<file path="src/rtl/keypad_pkg.sv">
// keypad_pkg
//   Shared types and sizes for the 4x4 matrix keypad scanner.
//   NUM_ROWS / NUM_COLS : matrix geometry
//   NUM_KEYS            : number of keys (key code = NUM_COLS*row + col)
//   state_t             : debounce FSM states
//   scan_res_t          : classification of one complete 16-key scan
package keypad_pkg;
    localparam int NUM_ROWS = 4;
    localparam int NUM_COLS = 4;
    localparam int NUM_KEYS = NUM_ROWS * NUM_COLS;

    typedef enum logic [1:0] {IDLE, DEBOUNCE, PRESSED, RELEASE} state_t;
    typedef enum logic [1:0] {NONE, ONE, MULTI} scan_res_t;
endpackage

</file>
<file path="src/rtl/keypad_tick_gen.sv">
// keypad_tick_gen
//   Column dwell timer. Counts 0..SCAN_DIV-1 and raises col_tick on the last
//   count; col_tick is a clock enable, not a derived clock.
//   clock    in  board clock
//   reset    in  synchronous, active-low reset
//   col_tick out one-cycle enable at the end of each column dwell
module keypad_tick_gen #(
    parameter int SCAN_DIV = 100000
) (
    input  logic clock,
    input  logic reset,
    output logic col_tick
);
    localparam int CW = (SCAN_DIV > 1) ? $clog2(SCAN_DIV) : 1;
    localparam logic [CW-1:0] LAST = CW'(SCAN_DIV - 1);

    logic [CW-1:0] cnt;

    always_ff @(posedge clock) begin
        if (!reset) begin
            cnt <= '0;
        end else if (cnt == LAST) begin
            cnt <= '0;
        end else begin
            cnt <= cnt + 1'b1;
        end
    end

    assign col_tick = (cnt == LAST);
endmodule

</file>
<file path="src/rtl/keypad_scanner.sv">
// keypad_scanner
//   Drives a 4x4 keypad one column at a time (active-low), samples the rows
//   through a 2-flop synchronizer, classifies each full scan and debounces
//   the result into a single key event.
//   clock     in   board clock
//   reset     in   synchronous, active-low reset
//   row[3:0]  in   keypad rows, active-low
//   col[3:0]  out  keypad columns, active-low, one bit low at a time
//   key_code  out  accepted key, 4*row_idx + col_idx
//   key_valid out  one-cycle pulse per accepted press
//   key_held  out  high while the accepted key remains down
//   Build option: define KEYPAD_REPEAT_EN to re-pulse key_valid every
//   REPEAT_SCANS scans while a key stays in PRESSED.
//
//   state    | meaning
//   IDLE     | no key accepted, waiting for a single-key scan
//   DEBOUNCE | counting consecutive scans showing the same single key
//   PRESSED  | key accepted, key_held high
//   RELEASE  | counting consecutive empty scans before dropping key_held
module keypad_scanner
    import keypad_pkg::*;
#(
    parameter int SCAN_DIV       = 100000,
`ifdef KEYPAD_REPEAT_EN
    parameter int REPEAT_SCANS   = 50,
`endif
    parameter int DEBOUNCE_SCANS = 4
) (
    input  logic                clock,
    input  logic                reset,
    input  logic [NUM_ROWS-1:0] row,
    output logic [NUM_COLS-1:0] col,
    output logic [3:0]          key_code,
    output logic                key_valid,
    output logic                key_held
);
    localparam int DW = $clog2(DEBOUNCE_SCANS + 1);
    localparam logic [DW-1:0] DEB_MAX  = DW'(DEBOUNCE_SCANS);
    localparam logic [DW-1:0] DEB_LAST = DW'(DEBOUNCE_SCANS - 1);

    logic                                 col_tick;
    logic [1:0]                           col_idx;
    logic [NUM_ROWS-1:0]                  row_s1;
    logic [NUM_ROWS-1:0]                  row_s2;
    logic [NUM_COLS-1:0][NUM_ROWS-1:0]    snap;
    logic                                 scan_done;
    logic                                 any_low;
    logic                                 multi_low;
    logic [3:0]                           scan_code;
    scan_res_t                            scan_res;
    state_t                               state;
    logic [3:0]                           cand;
    logic [DW-1:0]                        match_cnt;
    logic [DW-1:0]                        rel_cnt;
`ifdef KEYPAD_REPEAT_EN
    localparam int RW = $clog2(REPEAT_SCANS + 1);
    localparam logic [RW-1:0] RPT_LAST = RW'(REPEAT_SCANS - 1);
    logic [RW-1:0]                        rpt_cnt;
`endif

    keypad_tick_gen #(.SCAN_DIV(SCAN_DIV)) u_tick (
        .clock    (clock),
        .reset    (reset),
        .col_tick (col_tick)
    );

    // Snapshot of a column is taken at the end of its dwell, before col moves,
    // so the rows have had the whole dwell (minus sync delay) to settle.
    always_ff @(posedge clock) begin
        if (!reset) begin
            col_idx   <= '0;
            col       <= 4'b1110;
            row_s1    <= '1;
            row_s2    <= '1;
            snap      <= '1;
            scan_done <= 1'b0;
        end else begin
            row_s1    <= row;
            row_s2    <= row_s1;
            scan_done <= col_tick && (col_idx == 2'd3);
            if (col_tick) begin
                snap[col_idx] <= row_s2;
                col_idx       <= col_idx + 2'd1;
                col           <= {col[2:0], col[3]};
            end
        end
    end

    always_comb begin
        any_low   = 1'b0;
        multi_low = 1'b0;
        scan_code = '0;
        for (int r = 0; r < NUM_ROWS; r++) begin
            for (int c = 0; c < NUM_COLS; c++) begin
                if (!snap[c][r]) begin
                    if (any_low) multi_low = 1'b1;
                    else         scan_code = 4'(NUM_COLS * r + c);
                    any_low = 1'b1;
                end
            end
        end
        if (multi_low)    scan_res = MULTI;
        else if (any_low) scan_res = ONE;
        else              scan_res = NONE;
    end

    always_ff @(posedge clock) begin
        if (!reset) begin
            state     <= IDLE;
            cand      <= '0;
            match_cnt <= '0;
            rel_cnt   <= '0;
            key_code  <= '0;
            key_valid <= 1'b0;
            key_held  <= 1'b0;
`ifdef KEYPAD_REPEAT_EN
            rpt_cnt   <= '0;
`endif
        end else begin
            key_valid <= 1'b0;
            if (scan_done) begin
                case (state)
                    IDLE: begin
                        if (scan_res == ONE) begin
                            cand      <= scan_code;
                            match_cnt <= DW'(1);
                            // A single required scan accepts straight from IDLE.
                            if (DEBOUNCE_SCANS == 1) begin
                                key_code  <= scan_code;
                                key_valid <= 1'b1;
                                key_held  <= 1'b1;
                                rel_cnt   <= '0;
                                state     <= PRESSED;
                            end else begin
                                state <= DEBOUNCE;
                            end
                        end
                    end
                    DEBOUNCE: begin
                        if (scan_res == ONE && scan_code == cand) begin
                            if (match_cnt != DEB_MAX) match_cnt <= match_cnt + 1'b1;
                            if (match_cnt == DEB_LAST) begin
                                key_code  <= cand;
                                key_valid <= 1'b1;
                                key_held  <= 1'b1;
                                rel_cnt   <= '0;
                                state     <= PRESSED;
                            end
                        end else if (scan_res == ONE) begin
                            cand      <= scan_code;
                            match_cnt <= DW'(1);
                        end else begin
                            match_cnt <= '0;
                            state     <= IDLE;
                        end
                    end
                    PRESSED: begin
                        if (scan_res == NONE) begin
                            rel_cnt <= DW'(1);
`ifdef KEYPAD_REPEAT_EN
                            rpt_cnt <= '0;
`endif
                            if (DEBOUNCE_SCANS == 1) begin
                                key_held <= 1'b0;
                                state    <= IDLE;
                            end else begin
                                state <= RELEASE;
                            end
                        end else begin
                            // Any key-down result keeps the accepted key held.
                            rel_cnt <= '0;
`ifdef KEYPAD_REPEAT_EN
                            if (rpt_cnt >= RPT_LAST) begin
                                key_valid <= 1'b1;
                                rpt_cnt   <= '0;
                            end else begin
                                rpt_cnt <= rpt_cnt + 1'b1;
                            end
`endif
                        end
                    end
                    RELEASE: begin
                        if (scan_res == NONE) begin
                            if (rel_cnt != DEB_MAX) rel_cnt <= rel_cnt + 1'b1;
                            if (rel_cnt >= DEB_LAST) begin
                                key_held <= 1'b0;
                                state    <= IDLE;
                            end
                        end else begin
                            rel_cnt <= '0;
                            state   <= PRESSED;
                        end
                    end
                    default: state <= IDLE;
                endcase
            end
        end
    end
endmodule
</file>
<file path="config.mk">
export PLATFORM = sky130hd
export DESIGN_NAME = keypad_scanner
export DESIGN_NICKNAME = d
export VERILOG_FILES = /design/src/rtl/keypad_pkg.sv /design/src/rtl/keypad_tick_gen.sv /design/src/rtl/keypad_scanner.sv
export SDC_FILE = /design/constraint.sdc
export NUM_CORES = 1
export LEC_CHECK = 0
export ABC_AREA = 1
export BUFFER_PORTS_ARGS = -buffer_cell sky130_fd_sc_hd__buf_2
export CELL_PAD_IN_SITES_DETAIL_PLACEMENT = 0
export CELL_PAD_IN_SITES_GLOBAL_PLACEMENT = 1
export CORE_AREA = 5 5 97 99
export CTS_BUF_LIST = sky130_fd_sc_hd__clkbuf_4 sky130_fd_sc_hd__clkbuf_8
export CTS_CLUSTER_SIZE = 28
export DETAILED_ROUTE_END_ITERATION = 8
export DIE_AREA = 0 0 102 104
export PLACE_DENSITY = 0.78
export SETUP_SLACK_MARGIN = 0.02
export SLEW_MARGIN = 5
export SYNTH_ARGS = -nofsm -noshare
export SYNTH_HDL_FRONTEND = slang
export SYNTH_SLANG_ARGS = --single-unit
</file>
<file path="constraint.sdc">
create_clock -name clock -period 2.2 [get_ports clock]
set_input_delay 0.22 -clock clock [delete_from_list [all_inputs] [get_ports clock]]
set_output_delay 0.22 -clock clock [all_outputs]
set_load 0.05 [all_outputs]
</file>
==> results.py, run 1 <==
metrics = {
    "run_status": {
        "run_status": "complete, but fails checks",
        "failed_checks": "negative setup slack",
    },
    "final_layout": {
        "num-nets-final": 571,
        "final_layout_size_suffix_gt1_frac": 0.306,
        "final_cell_mix": "82 x nand2_1, 71 x inv_1, 59 x dfxtp_1, 55 x nor2_1, 47 x buf_4",
        "instances_no_fill": 667,
        "layout-area-overhead-vs-synth_pct": 29.0,
        "final_common_cell": "nand2_1",
        "antennaDiodeCount": 0,
        "nFillCells": 802,
        "fin_area_um2": 4430,
    },
    "clock_tree": {
        "cts.htree.levels": 3,
        "cts_tree": "yes",
        "hold_buffers": 0,
        "root_buffer": "clkbuf_8",
        "cts_buffers": 9,
        "clockBufferDepth": 2,
        "cts_sinks": 66,
        "cts.clk_slew.worst_paths_ps": 70,
        "clkLatencyLatePin_ps": 330,
    },
    "timing": {
        "worst_pin_slew_ps": 378,
        "hold_viol_final": 0,
        "grt_setup_unrepaired": "true",
        "layout_min_cycle_time_ps": 2260,
        "fin_skew_ps": 8.24,
        "drv_slew": 0,
        "setup_viol": 14,
        "fmax_mhz": 442,
        "setup_slack_ps": -64.8,
        "max_slew_margin": 0.748,
        "finalCritPeriodShare": 1.03,
        "timing.hold.ws_ps": 76.9,
    },
    "die": {
        "initial_core_util": 0.406,
        "ios": 16,
        "core_um2": 8470,
        "die_area_um2": 10600,
        "dieWidth_um": 102,
        "die_h_um": 104,
        "rows": 34,
    },
    "critical_path": {
        "crit-reg2reg-launch": "snap[0]",
        "ff2ff_path_depth": 17,
        "crit_path_end": "match_cnt[0]",
        "worstSetupPathType": "register to register",
        "critPathLaunch": "snap[0]",
        "crit_fanout": 4,
        "start_kind": "register",
        "r2r_slack_ps": -60,
        "required_ps": 2460,
        "endpoint_kind": "register",
        "r2r-end": "match_cnt[0]",
        "crit_arrival_ps": 2530,
    },
    "placed_design": {
        "gp_congestion": 0.816,
        "hpwl_um": 5590,
        "dpl_cell_area_um2": 3910,
        "portBuffers": 15,
        "placed_cells": 640,
    },
    "route": {
        "drt_iter0_drc": 112,
        "drc": 0,
        "vias": 3185,
        "ant_nets": 0,
        "first_pass_iters": 4,
        "drt-total-wl_um": 7750,
        "wl_per_cell_um": 11.6,
        "vias_per_cell": 4.78,
    },
    "synth": {
        "synth_edf_count": 0,
        "postSynthNetCount": 502,
        "postSynth.asyncResetShare": 0,
        "yosys_register_bits": 66,
        "syn_avg_cell_area_um2": 7.08,
        "ys_warn_count": 0,
        "synth_seq_area_share": 0.385,
        "ys.flop_type": "dfxtp_1",
        "netlist_area_um2": 3430,
        "synth_cell_types": 32,
        "syn_inst": 485,
    },
    "grt": {
        "grtUsageMet3": 0.0302,
        "top_usage_layer": "met2",
        "antenna_found_initial": 0,
        "first_global_vias": 2946,
        "track_usage": 0.150,
        "grt_max_degree": 36,
        "grtUsageMet2": 0.238,
        "gr-usage-met1": 0.204,
        "gr-total-overflow": 0,
        "grt_pass1_wl_um": 13100,
    },
    "worst_hold_path": {
        "hp-class": "input pin to register",
    },
    "pwr": {
        "leakage_nw": 2.18,
        "finalPower_mw": 2.21,
        "peakVddDrop_uv": 380,
        "power_density_nw_per_um2": 500,
    },
    "job": {
        "drv_cap": 0,
    },
}
==> stage by stage <==
step,util,setup slack (ps),setup TNS (ps)
finish,0.523,-64.8,-328
global route,0.523,-255,-3570
CTS,0.509,-33.9,-84.5
detailed placement,0.461,-138,-1150
global placement,0.461,-37.7,-174
floorplan,-,51.2,0
==> worst max-delay path, stage by stage, from the launching register on <==
cell and delay (ps):
dfxtp_2 350, nand2_4 60, nor2_4 170, buf_6 140, nand4_4 110, nor2_4 120, nand2_2 80, nor2_4 110
nand3_2 70, o21ai_2 80, nand4_1 160, a21oi_1 200, inv_1 70, nor2_2 140, nand2_2 90, nand2_1 70
nand2_1 40, nor2_1 120
==> area by class of cell <==
cell class	instances	area (µm²)	share of cell area
Multi-Input combinational cell	333	2010	0.453
Timing Repair Buffer	66	473	0.107
Sequential cell	66	1330	0.300
Tap cell	108	135	0.0305
Clock buffer	11	151	0.0342
Inverter	78	295	0.0666
Clock inverter	5	38.8	0.00875
==> report_power, final <==
group | total [mW] | switching [mW] | internal, mW
Clock | 0.946 | 0.472 | 0.474
Combinational | 0.0579 | 0.0357 | 0.0222
Sequential | 1.21 | 0.00424 | 1.21
==> registers in the layout (all words and copies together) (netlist names), 3 cells and up <==
| signal | cells |
|---|---|
| u_tick.cnt | 17 |
| snap | 16 |
| cand | 4 |
| col | 4 |
| key_code | 4 |
| row_s1 | 4 |
| row_s2 | 4 |
| match_cnt | 3 |
| rel_cnt | 3 |
==> per-layer routing <==
metal  up-vias  wire length [µm]
met1      1449              3870
met2        24              3670
met4         0                56
met5         -                 0
li1       1708                 -
met3         4               157
==> worst min-delay path by stage <==
stage               startpoint   endpoint  slack (ps)  cells past startpoint
global placement     row_s1[1]  row_s2[1]         390                      1
CTS                     row[3]  row_s1[3]          60                      2
floorplan               row[0]  row_s1[0]         330                      1
detailed placement   row_s1[0]  row_s2[0]         400                      1
global route            row[3]  row_s1[3]          60                      2
finish                  row[2]  row_s1[2]          80                      2
==> cell families after synthesis <==
logic type	Yosys count	share of synthesized area
DFF	66	0.385
adders and majority gates	11	0.0401
buffers and inverters	87	0.0984
and+or+nand+nor	249	0.347
xor gates and xnor gates	3	0.00765
AOI/OAI and AO/OA	69	0.122
==> cells in the mapped netlist, types with 3 or more instances <==
| library cell | instances | area (µm²) |
|---|---|---|
| a21oi_1 | 20 | 100 |
| a21oi_2 | 3 | 26.3 |
| buf_2 | 3 | 15.0 |
| clkbuf_1 | 5 | 18.8 |
| dfxtp_1 | 66 | 1320 |
| ha_1 | 11 | 138 |
| inv_1 | 74 | 278 |
| nand2_1 | 94 | 353 |
| nand2_2 | 9 | 56.3 |
| nand3_1 | 31 | 155 |
| nand3_2 | 4 | 40.0 |
| nand4_1 | 12 | 75.1 |
| nand4_2 | 4 | 50.1 |
| nor2_1 | 59 | 221 |
| nor2_2 | 5 | 31.3 |
| nor2_4 | 4 | 45.0 |
| nor3_1 | 13 | 65.1 |
| o211ai_1 | 20 | 150 |
| o21ai_0 | 17 | 85.1 |
| o21ai_1 | 5 | 25.0 |
| or2_2 | 9 | 56.3 |
==> repair_timing <==
action,4_1_cts,5_1_grt
setup endpoints to repair,20,28
buffers inserted,8,3
resized for setup,37,30
cloned,1,0
pin swaps,17,13
Power figures use the tool's default switching activity.
==> inputs of run 2 (changes only) <==
- CORE_AREA: 5 5 97 99 -> 2 2 95 97
- DIE_AREA: 0 0 102 104 -> 0 0 97 99
- SYNTH_HIERARCHICAL: default -> 1
==> run 2 against run 1 <==
  * The run now ends clean
  * Synthesized cell count grew 3.7%
  * Global-route usage rose by 2.5 points
  * Utilization decreased by 4.3 points
  * Hold slack got worse by 13 ps
  * Via count fell by 2.3%
  * Synthesized area up 3.2%
  * Sequential share of layout area rose by 2.5 points
==> results.py, run 2 <==
metrics = {
    "final_layout": {
        "antennaDiodeCount": 0,
        "instances_no_fill": 646,
        "largest-register": "u_tick/cnt",
        "final_cell_mix": "129 x nand2_1, 65 x inv_1, 57 x dfxtp_1, 54 x nor2_1, 30 x nand3_1",
        "largest_reg_flops": 17,
        "num-nets-final": 550,
        "final_layout_size_suffix_gt1_frac": 0.210,
        "layout-area-overhead-vs-synth_pct": 16.0,
        "reg_top3": "u_tick/cnt: 17 flops, snap: 16 flops",
        "final_common_cell": "nand2_1",
    },
    "grt": {
        "gr-total-overflow": 0,
        "grt_max_degree": 37,
        "track_usage": 0.175,
        "grt_pass1_wl_um": 13800,
        "first_global_vias": 3018,
        "antenna_found_initial": 0,
    },
    "pwr": {
        "p_comb_frac": 0.021,
        "power_density_nw_per_um2": 547,
        "leakage_nw": 1.86,
        "peakVddDrop_uv": 284,
        "swShare": 0.232,
        "p_switching_mw": 0.521,
        "p_int_mw": 1.73,
        "p_clk_frac": 0.440,
        "pwr-share-seq": 0.539,
    },
    "synth": {
        "syn_avg_cell_area_um2": 7.04,
        "yosys.area.top_type": "dfxtp_1",
        "postSynthNetCount": 520,
        "syn_inst": 503,
        "yosysTopAreaCellShare": 0.373,
        "synth_cell_types": 38,
        "postSynth.asyncResetShare": 0,
        "ys_warn_count": 6,
        "yosys_register_bits": 66,
        "synth_seq_area_share": 0.373,
        "yosys.cell_count.top_type": "nand2_1",
        "ys.flop_type": "dfxtp_1",
        "synth_edf_count": 0,
        "netlist_area_um2": 3540,
        "ys_top_cells_by_area": "dfxtp_1 37%, nand2_1 14%, inv_1 7.0%",
        "synth_commonest_cells": "133 x nand2_1, 66 x dfxtp_1, 66 x inv_1",
    },
    "timing": {
        "timing.hold.ws_ps": 64.0,
        "finalCritPeriodShare": 0.978,
        "setup_slack_ps": 47.9,
        "layout_min_cycle_time_ps": 2150,
        "fin_skew_ps": 10.7,
        "grt_setup_unrepaired": "true",
        "setup_viol": 0,
        "max_slew_margin": 0.610,
        "drv_slew": 0,
        "hold_viol_final": 0,
        "worst_pin_slew_ps": 570,
        "fmax_mhz": 465,
    },
    "die": {
        "die_area_um2": 9600,
        "initial_core_util": 0.414,
        "ios": 16,
        "die_h_um": 99,
        "core_um2": 8550,
        "dieWidth_um": 97,
        "rows": 34,
    },
    "critical_path": {
        "required_ps": 2420,
        "r2r-end": "match_cnt[1]",
        "slowest_stage": "dfxtp_4",
        "slowest_delay_ps": 380,
        "start_kind": "register",
        "endpoint_kind": "register",
        "critPathLaunch": "snap[0]",
        "ff2ff_path_depth": 14,
        "crit-reg2reg-launch": "snap[0]",
        "cp_cell_sequence": "nand2_4 > nor2_8 > nand2_1 > o21ai_1 > o21ai_4 > nand3_1 > nand3b_1 > nor2_4 > and2_4 > nand4_1 > nand2_2 > nand2_1 > nand2_1 > nor2_1",
        "crit_arrival_ps": 2370,
        "worstSetupPathType": "register to register",
        "crit_fanout": 6,
        "r2r_slack_ps": 50,
        "path_common_cell": "nand2_1",
    },
    "placed_design": {
        "gp_congestion": 0.822,
        "place_ws_ps": -40.8,
        "placed_cells": 623,
        "portBuffers": 15,
        "hpwl_um": 5470,
    },
    "clock_tree": {
        "clkLatencyLatePin_ps": 340,
        "cts.htree.levels": 3,
        "cts_tree": "yes",
        "clockBufferDepth": 2,
        "cts.clk_slew.worst_paths_ps": 80,
        "root_buffer": "clkbuf_8",
        "cts_buffers": 9,
        "cts_sinks": 66,
        "hold_buffers": 0,
    },
    "job": {
        "drv_cap": 0,
    },
    "worst_hold_path": {
        "hp-start": "row[0]",
        "hold_path_depth": 2,
        "hp-class": "input pin to register",
        "min_to": "row_s1[0]",
    },
    "route": {
        "wl_per_cell_um": 11.8,
        "ant_nets": 0,
        "first_pass_iters": 4,
        "drc": 0,
        "drt-total-wl_um": 7590,
        "vias_per_cell": 4.82,
        "vias": 3112,
        "drt_iter0_drc": 124,
    },
    "run_status": {
        "run_status": "finished clean",
    },
}
run 2: cell count changes after synthesis, moves of 6 or more:
| cell | before | now |
|---|---|---|
| inv_1 | 74 | 66 |
| nor3_1 | 13 | 2 |
| o21ai_1 | 5 | 13 |
| o21ai_0 | 17 | 9 |
| nor2_2 | 5 | 11 |
| nand2_1 | 94 | 133 |
run 2: cells by family (layout without fill, tap and decap cells):
logic type               count (synthesis)  count (layout)  synth area share
AND/OR/NAND/NOR                        285             286             0.385
buffers and inverters                   77             111            0.0886
flip-flops                              66              66             0.373
AO/OA/AOI/OAI                           57              57            0.0975
adder cells (fa/ha/maj)                 11              11            0.0388
XOR/XNOR                                 7               7            0.0173
run 2: power by group through the flow:
| stage | logic (mW) | registers [mW] | clock network, mW |
|---|---|---|---|
| 3_5_place_dp | 0.0478 | 1.24 | 0 |
| 2_1_floorplan | 0.0393 | 1.24 | 0 |
| 4_1_cts | 0.0481 | 1.21 | 1.03 |
| 3_3_place_gp | 0.0474 | 1.24 | 0 |
| 5_1_grt | 0.0536 | 1.21 | 1.09 |
| 6_report | 0.0464 | 1.21 | 0.991 |
run 2: metal layers:
layer  share of wire  vias to the layer above  track usage
met1            0.51                     1398        0.230
li1                -                     1668            -
met3           0.029                        8       0.0440
met5               0                        -            0
met4           0.012                        0       0.0618
met2            0.45                       38        0.280
run 2: layout make-up:
cell class | count | area (µm²)
fillers | 844 | 4440
multi-input cells | 361 | 2020
flip-flops and latches | 66 | 1340
inverters | 69 | 259
clock buffers | 12 | 165
repair buffers | 26 | 158
well taps | 108 | 135
clock inverters | 4 | 32.5
run 2: through the flow:
stage,cell area (µm²),utilization,power [mW],TNS (ps)
6_report,4110,0.481,2.25,0
2_1_floorplan,3540,-,1.28,0
4_1_cts,4020,0.470,2.29,0
3_3_place_gp,3740,0.437,1.29,0
3_5_place_dp,3740,0.437,1.29,-85.7
5_1_grt,4110,0.481,2.36,-1740
run 2: worst max-delay path: cells and delay by family (launching register included):
family	cells	cell delay, ps
compound gates	2	360
flops	1	380
simple gates	12	1290
run 2: how the worst max path moves through the flow:
stage | to | slack, ps | cells after the start
2_1_floorplan | match_cnt[1] | 230 | 13
3_3_place_gp | match_cnt[1] | 9 | 14
3_5_place_dp | match_cnt[1] | -40 | 14
4_1_cts | match_cnt[1] | 30 | 14
5_1_grt | cand[2] | -120 | 15
6_report | match_cnt[1] | 50 | 14
run 2: what timing repair did:
item,4_1_cts,5_1_grt
pin swaps,7,10
gates resized for setup,18,21
gates cloned,1,0
buffers inserted,3,3
endpoints found under the setup margin,15,18
==> inputs of run 3 (changes only) <==
- CORE_AREA: 2 2 95 97 -> 2 2 110 80
- DIE_AREA: 0 0 97 99 -> 0 0 112 82
- PLACE_DENSITY: 0.78 -> 0.79
- clock period: 2.2 -> 2.4 ns (I/O delays scaled with it)
==> run 3 against run 2 <==
  * Clock-buffer cell count unchanged
  * Die area is 4.4% lower
  * Final cell count decreased by 1.5%
  * Worst setup slack better by 230 ps
  * Highest routed layer unchanged
  * Register-to-register slack better by 230 ps
  * Non-clock buffer count decreased by 8
  * Critical endpoint unchanged
  * Utilization up 0.44 points
  * Power fell by 6.2%
==> results.py, run 3 (synthesis gave the netlist of run 2 again) <==
metrics = {
    "clock_tree": {
        "cts_tree": "yes",
        "cts_sinks": 66,
        "root_buffer": "clkbuf_8",
        "cts.htree.levels": 3,
        "clkLatencyLatePin_ps": 340,
        "cts_buffers": 9,
        "clockBufferDepth": 2,
        "cts.clk_slew.worst_paths_ps": 70,
        "post_cts_buffers": 0,
    },
    "final_layout": {
        "antennaDiodeCount": 0,
        "final_common_cell": "nand2_1",
        "reg_top3": "u_tick/cnt: 17 flops, snap: 16 flops",
        "layout-area-overhead-vs-synth_pct": 12.2,
        "final_cell_mix": "131 x nand2_1, 65 x inv_1, 60 x dfxtp_1, 58 x nor2_1, 31 x nand3_1",
        "num-nets-final": 543,
        "largest_reg_flops": 17,
        "largest-register": "u_tick/cnt",
        "final_layout_size_suffix_gt1_frac": 0.177,
    },
    "route": {
        "vias_per_cell": 4.87,
        "ant_nets": 0,
        "drc": 0,
        "vias": 3096,
        "drt_iter0_drc": 150,
        "drt-total-wl_um": 7830,
        "wl_per_cell_um": 12.3,
        "first_pass_iters": 6,
    },
    "critical_path": {
        "required_ps": 2620,
        "endpoint_kind": "register",
        "r2r_slack_ps": 280,
        "crit_fanout": 6,
        "crit_arrival_ps": 2340,
        "slowest_delay_ps": 360,
        "worstSetupPathType": "register to register",
        "start_kind": "register",
        "cp_cell_sequence": "nand2_4 > nor2_8 > nand3_4 > nor2_1 > xor2_1 > nand3b_1 > nor2_4 > and2_1 > nand4_1 > nand2_2 > nand2_1 > nand2_1 > nor2_1",
        "slowest_stage": "dfxtp_2",
    },
    "timing": {
        "fin_tns_setup_ps": 0,
        "finalCritPeriodShare": 0.885,
        "timing.hold.ws_ps": 78.0,
        "fin_skew_ps": 5.74,
        "grt_setup_unrepaired": "true",
        "setup_viol": 0,
        "hold_viol_final": 0,
        "layout_min_cycle_time_ps": 2120,
        "setup_slack_ps": 277,
        "drv_slew": 0,
        "max_slew_margin": 0.613,
        "fmax_mhz": 471,
        "worst_pin_slew_ps": 566,
    },
    "pwr": {
        "peakVddDrop_uv": 386,
        "leakage_nw": 1.82,
        "power_density_nw_per_um2": 530,
    },
    "die": {
        "rows": 28,
        "ios": 16,
        "dieWidth_um": 112,
        "die_h_um": 82,
        "core_um2": 8200,
        "initial_core_util": 0.432,
        "die_area_um2": 9180,
    },
    "placed_design": {
        "gp_congestion": 0.867,
        "place_ws_ps": 179,
        "portBuffers": 15,
        "hpwl_um": 5790,
    },
    "run_status": {
        "run_status": "finished clean",
    },
    "job": {
        "drv_cap": 0,
    },
    "grt": {
        "grt_pass1_wl_um": 13300,
        "first_global_vias": 2757,
        "track_usage": 0.182,
        "grt_max_degree": 37,
        "antenna_found_initial": 0,
        "gr-total-overflow": 0,
    },
    "worst_hold_path": {
        "hp-class": "input pin to register",
    },
}
==> run 3: repair_timing <==
| item | 4_1_cts | 5_1_grt |
|---|---|---|
| setup endpoints to repair | 0 | 18 |
| gates resized for setup | 0 | 14 |
| hold buffers | 0 | 0 |
==> run 3: power by group <==
part | internal, mW | switching (mW) | leakage [nW]
Clock | 0.531 | 0.420 | 0.103
Combinational | 0.0153 | 0.0284 | 1.19
Sequential | 1.11 | 0.00841 | 0.532
Total | 1.65 | 0.457 | 1.82
==> run 3: stage by stage <==
step                      std cells  total power, mW  area, µm²   util
after floorplan                 503             1.17       3540      -
after global placement          618             1.18       3720  0.453
after detailed placement        618             1.18       3720  0.453
after CTS                       634             2.15       3920  0.478
after global routing            636             2.20       3980  0.485
final                           636             2.11       3980  0.485
==> run 3: metal layers <==
metal / track usage / share of wire / wire, µm
met1: 0.268 / 0.56 / 4380
met2: 0.254 / 0.38 / 2970
met3: 0.0605 / 0.056 / 436
met4: 0.0415 / 0.0054 / 42
met5: 0 / 0 / 0
==> run 3: worst paths after layout <==
path | start | endpoint | cells after the start
setup reg to reg | snap[8] | match_cnt[1] | 13
setup / recovery | snap[8] | match_cnt[1] | 13
hold / removal | row[1] | row_s1[1] | 2
hold reg to reg | row_s1[1] | row_s2[1] | 1
==> run 3: worst max-delay path, delay by kind of cell (launching register included) <==
kind / cells / cell delay, ps
AND/OR/NAND/NOR: 12 / 1530
flip-flops: 1 / 360
XOR/XNOR: 1 / 100
==> run 3: final cells by class <==
| type | count | area, µm² |
|---|---|---|
| clock buffer | 12 | 153 |
| sequential | 66 | 1330 |
| tap | 105 | 131 |
| fill | 864 | 4220 |
| clock inverter | 4 | 51.3 |
| timing repair buffer | 18 | 97.6 |
| inverter | 69 | 259 |
| multi-input combinational | 362 | 1950 |
